--- src/rtl/mips32_fetch_queue.sv ---
// Instruction prefetch queue: streams sequential words from instruction memory into a small FIFO.
// Define FETCHQ_HALT_DETECT_EN to stop fetching after an HLT (opcode 6'h3f) word is queued.
module mips32_fetch_queue #(
   parameter int DEPTH = 4
) (
   input  logic        clk1,
   input  logic        rst_n,
   input  logic        go,
   input  logic [31:0] start_pc,
   input  logic        flush,
   input  logic [31:0] flush_pc,
   output logic        imem_req,
   output logic [31:0] imem_addr,
   input  logic [31:0] imem_rdata,
   output logic        if_valid,
   input  logic        if_ready,
   output logic [31:0] if_instr,
   output logic [31:0] if_npc,
   output logic        halted
);

   localparam int PW = $clog2(DEPTH);
   localparam int CW = PW + 1;

   typedef enum logic [1:0] {IDLE, RUN, HALT_WAIT} state_t;

   state_t          state_q, state_d;
   logic [CW-1:0]   count_q;
   logic [PW-1:0]   rd_ptr_q, wr_ptr_q;
   logic            inflight_q;
   logic [31:0]     inflight_addr_q;
   logic [31:0]     fetch_pc_q;
   logic [31:0]     last_instr_q, last_npc_q;
   logic [31:0]     instr_mem [DEPTH];
   logic [31:0]     npc_mem   [DEPTH];

   logic push, pop, is_hlt, space;

   // A response arriving in the flush cycle belongs to the abandoned path and is dropped.
   assign push = inflight_q & ~flush;
   assign pop  = if_valid & if_ready;

`ifdef FETCHQ_HALT_DETECT_EN
   assign is_hlt = push & (imem_rdata[31:26] == 6'h3f);
`else
   assign is_hlt = 1'b0;
`endif

   // In-flight reads reserve a slot so a push can never land on a full queue.
   assign space = (count_q + CW'(inflight_q)) < CW'(DEPTH);

   // NOTE: sequential state uses non-blocking assignments so every register samples pre-edge values.
   always_ff @(posedge clk1 or negedge rst_n) begin
      if (!rst_n) state_q <= IDLE;
      else        state_q <= state_d;
   end

   // NOTE: every combinational output gets a default first so no path infers a latch.
   always_comb begin
      state_d = state_q;
      if (flush) begin
         state_d = RUN;
      end else begin
         case (state_q)
            IDLE:    if (go) state_d = RUN;
            RUN:     if (is_hlt) state_d = HALT_WAIT;
            default: ;
         endcase
      end
   end

   // The HLT word itself suppresses the request issued alongside its push.
   always_comb begin
      imem_req = 1'b0;
      halted   = 1'b0;
      case (state_q)
         RUN:       imem_req = space & ~flush & ~is_hlt;
`ifdef FETCHQ_HALT_DETECT_EN
         HALT_WAIT: halted = 1'b1;
`endif
         default:   ;
      endcase
   end

   assign imem_addr = fetch_pc_q;

   always_ff @(posedge clk1 or negedge rst_n) begin
      if (!rst_n) begin
         count_q         <= '0;
         rd_ptr_q        <= '0;
         wr_ptr_q        <= '0;
         inflight_q      <= 1'b0;
         inflight_addr_q <= '0;
         fetch_pc_q      <= '0;
      end else if (flush) begin
         count_q    <= '0;
         rd_ptr_q   <= '0;
         wr_ptr_q   <= '0;
         inflight_q <= 1'b0;
         fetch_pc_q <= flush_pc;
      end else begin
         if (state_q == IDLE && go) fetch_pc_q <= start_pc;
         else if (imem_req)         fetch_pc_q <= fetch_pc_q + 32'd1;
         inflight_q      <= imem_req;
         inflight_addr_q <= fetch_pc_q;
         if (push) wr_ptr_q <= wr_ptr_q + PW'(1);
         if (pop)  rd_ptr_q <= rd_ptr_q + PW'(1);
         count_q <= count_q + CW'(push) - CW'(pop);
      end
   end

   // NOTE: queue storage has no reset; count_q alone decides which slots are meaningful.
   always_ff @(posedge clk1) begin
      if (push) begin
         instr_mem[wr_ptr_q] <= imem_rdata;
         npc_mem[wr_ptr_q]   <= inflight_addr_q + 32'd1;
      end
   end

   // Registered copy of the visible head so the outputs hold steady once the queue drains.
   always_ff @(posedge clk1 or negedge rst_n) begin
      if (!rst_n) begin
         last_instr_q <= '0;
         last_npc_q   <= '0;
      end else begin
         last_instr_q <= if_instr;
         last_npc_q   <= if_npc;
      end
   end

   assign if_valid = (count_q != '0);
   assign if_instr = if_valid ? instr_mem[rd_ptr_q] : last_instr_q;
   assign if_npc   = if_valid ? npc_mem[rd_ptr_q]   : last_npc_q;

endmodule

--- config.mk ---
export PLATFORM = sky130hd
export DESIGN_NAME = mips32_fetch_queue
export DESIGN_NICKNAME = d
export VERILOG_FILES = /design/src/rtl/mips32_fetch_queue.sv
export SDC_FILE = /design/constraint.sdc
export NUM_CORES = 1
export LEC_CHECK = 0
export CORE_ASPECT_RATIO = 1.25
export CORE_MARGIN = 8
export CORE_UTILIZATION = 56
export CTS_CLUSTER_DIAMETER = 150
export DETAILED_ROUTE_END_ITERATION = 10
export PLACE_DENSITY = 0.8
export SYNTH_ARGS = -nofsm -noshare
export SYNTH_HDL_FRONTEND = slang
export SYNTH_SLANG_ARGS = --single-unit
--- constraint.sdc ---
create_clock -name clk1 -period 2.8 [get_ports clk1]
set_input_delay 0.28 -clock clk1 [delete_from_list [all_inputs] [get_ports clk1]]
set_output_delay 0.28 -clock clk1 [all_outputs]
set_load 0.01 [all_outputs]
==> impl_metrics.tcl <==
set metrics [dict create \
    nets 1354 \
    p_leak_nw 7.32 \
    ir_worst_vdd_uv 531 \
    ys_warn_count 0 \
    synth_fa_ha_area_share_pct 0.739 \
    yosysMostFrequentCell "edfxtp_1" \
    syn-mean-instance-area_um2 16.2 \
    synth_top_family_by_area "multiplexers" \
    fmax_mhz 368 \
    cts_tree "done" \
    dp_slack_ps 425 \
    clkSinkCount 393 \
    yosys-top-cells-area "edfxtp_1, dfrtp_1, mux4_2" \
    viasPerCell 5.87 \
    core.rowCount 69 \
    area_growth_pct 24.1 \
    fin_ws_ps 79.7 \
    clk_pin_slew_ps 60 \
    grt.overflow.total 0 \
    initial_core_util_pct 57.1 \
    synth_edf_count 256 \
    io_buffers 198 \
    synth_top_area_share_pct 47.3 \
    grt_first_pass_wirelength_um 57900 \
    syn_nets 1113 \
    drive_above_1_share_pct 23.7 \
    synth_top_area_cell "edfxtp_1" \
    p_per_area_mw_per_mm2 927 \
    synth_compound_area_share_pct 4.33 \
    crit_path_end_kind "primary output" \
    synth.area.mux_share_pct 15.4 \
    hold_viol 0 \
    numCtsBuffers 38 \
    fillerInstances 1891 \
    period_share_pct 97.2 \
    drtIter0Drc 634 \
    finalSetupViolations 0 \
    worst_pin_slew_ps 663 \
    crit_arrival_ps 2440 \
    crit_type "reg2out" \
    htreeDepth 2 \
    antenna_found_initial 0 \
    die_w_um 168 \
    critPathMaxFanout 6 \
    ys_ff_latch 393 \
    max_stage_delay_ps 500 \
    maxCapViolations 0 \
    drt-total-wl_um 37300 \
    chipHeight_um 206 \
    cts_root_buffer "clkbuf_16" \
    relSlewSlack_pct 55.8 \
    dp_hpwl_um 23200 \
    fin_setup_tns_ps 0 \
    syn_inst 1003 \
    synth-simple-area-share_pct 7.00 \
    ant_nets 0 \
    die-area_mm2 0.0348 \
    yosysSeqAreaShare_pct 68.4 \
    grt_pass1_vias 10381 \
    cp.required_ps 2520 \
    cp-start-kind "flop" \
    drc 0 \
    vias 9559 \
    path_cells "buf_12, bufbuf_16, mux4_2, mux2_2, clkdlybuf4s15_1" \
    synth_top_flop_cell "edfxtp_1" \
    core_area_mm2 0.0285 \
    post_synth_xor_area_fraction_pct 2.48 \
    num_io_pins 200 \
    place.gp.congestion 0.884 \
    clockBufferDepth 3 \
    syn_area_mm2 0.0163 \
    wl_per_cell_um 22.9 \
    track_usage_pct 21.6 \
    clk_latency_ps 520 \
    multi_input_area_mm2 0.00489 \
    hp-class "in2reg" \
    n_antenna_cell 0 \
    async_flop_share_pct 34.9 \
    finalCriticalPeriod_ps 2720 \
    rsz0062_at_grt "false" \
    status "complete, no violations" \
    slowest_stage "mux4_2" \
    fin_skew_ps 21.6 \
    grt_max_degree 66 \
    finalMaxSlewViolations 0 \
    synthTopCellsByCount "edfxtp_1, dfrtp_1, mux2_2" \
    synth.distinct_cells 63 \
    regArea_mm2 0.0111 \
    firstDrtPassIters 5 \
]
==> final timing paths <==
path                                  startpoint                to  slack [ps]  cells past startpoint
worst min register to register  last_instr_q[15]  last_instr_q[15]         490                      1
worst max-delay path                 rd_ptr_q[0]      if_instr[22]          80                      5
worst min-delay path                       flush       wr_ptr_q[1]         310                      3
worst max register to register        count_q[1]        count_q[2]         460                      9
min in group asynchronous                  rst_n  last_instr_q[10]         320                      2
max in group asynchronous                  rst_n    last_npc_q[28]        1660                      3
==> flip-flops by register name, summed over array words and instances (netlist names) <==
| name | flops |
|---|---|
| instr_mem | 128 |
| last_npc_q | 32 |
| npc_mem | 128 |
| state_q | 1 |
| wr_ptr_q | 2 |
| imem_addr | 32 |
| inflight_q | 1 |
| inflight_addr_q | 32 |
| count_q | 3 |
| rd_ptr_q | 2 |
| last_instr_q | 32 |
==> cell type report <==
class	instances	area share (%)
clock inverter	15	0.583
clock buffer	55	5.42
timing repair buffer	249	12.1
multi-input combinational	547	24.2
tap	355	2.20
sequential	393	55.1
inverter	15	0.279
==> cell families after synthesis <==
group | count (synthesis)
compound gates | 110
xor+xnor | 46
fa+ha+maj | 9
buf+inv | 63
flops | 393
mux | 159
other cells | 1
simple gates | 222
==> where the power goes <==
group | internal (mW) | switching, mW | leakage (nW)
sequential | 7.30 | 0.552 | 3.94
combinational | 3.14 | 2.78 | 2.78
clock | 2.82 | 2.10 | 0.602
==> routing by layer <==
metal | part of all wire (%) | global-route usage, % | up-vias
met5 | 0 | 0 | -
met2 | 51 | 38.4 | 347
met4 | 3.2 | 7.86 | 0
met3 | 6.0 | 4.41 | 71
li1 | - | - | 4345
met1 | 40 | 25.8 | 4796
==> cells in the final DEF (no fill, tap or decap), drive strengths merged, types with 5 or more instances in the layout <==
cell type,count
inv,18
nand4,18
ha,8
and2,9
mux4,64
edfxtp,256
nand3,21
nand2,61
xnor2,28
clkbuf,71
clkinv,11
nor2b,11
or3,5
clkdlybuf4s50,132
a31oi,6
nor3,13
buf,50
a21oi,28
and4,12
mux2,94
o22ai,8
nor2,46
xor2,18
and3,13
a311oi,5
dfrtp,137
o21ai,29
dlygate4sd2,42
==> worst max-delay path, delay by kind of cell, from the launching register on <==
family,cells,cell delay (ps)
flip-flops,1,490
multiplexers,2,790
buffers and inverters,3,630
==> repair_timing <==
| action | in CTS | in global routing |
|---|---|---|
| setup buffers | 10 | 5 |
| gates resized for setup | 79 | 27 |
| gates cloned | 4 | 1 |
| hold endpoints to repair | 57 | 0 |
| setup endpoints to repair | 64 | 24 |
| hold buffers | 1 | 0 |
==> stage by stage <==
| step | utilization, % | cells | cell area, um^2 | hold WS, ps | power, mW |
|---|---|---|---|---|---|
| 5_1_grt | 70.8 | 1629 | 20200 | 321 | 19.6 |
| 2_1_floorplan | - | 1003 | 16300 | -15.6 | 11.1 |
| 3_3_place_gp | 66.0 | 1538 | 18800 | 318 | 13.8 |
| 6_report | 70.8 | 1629 | 20200 | 311 | 18.7 |
| 3_5_place_dp | 66.0 | 1538 | 18800 | 319 | 14.0 |
| 4_1_cts | 70.8 | 1623 | 20200 | 307 | 18.8 |
No activity file was read; power rests on OpenSTA's default activity.
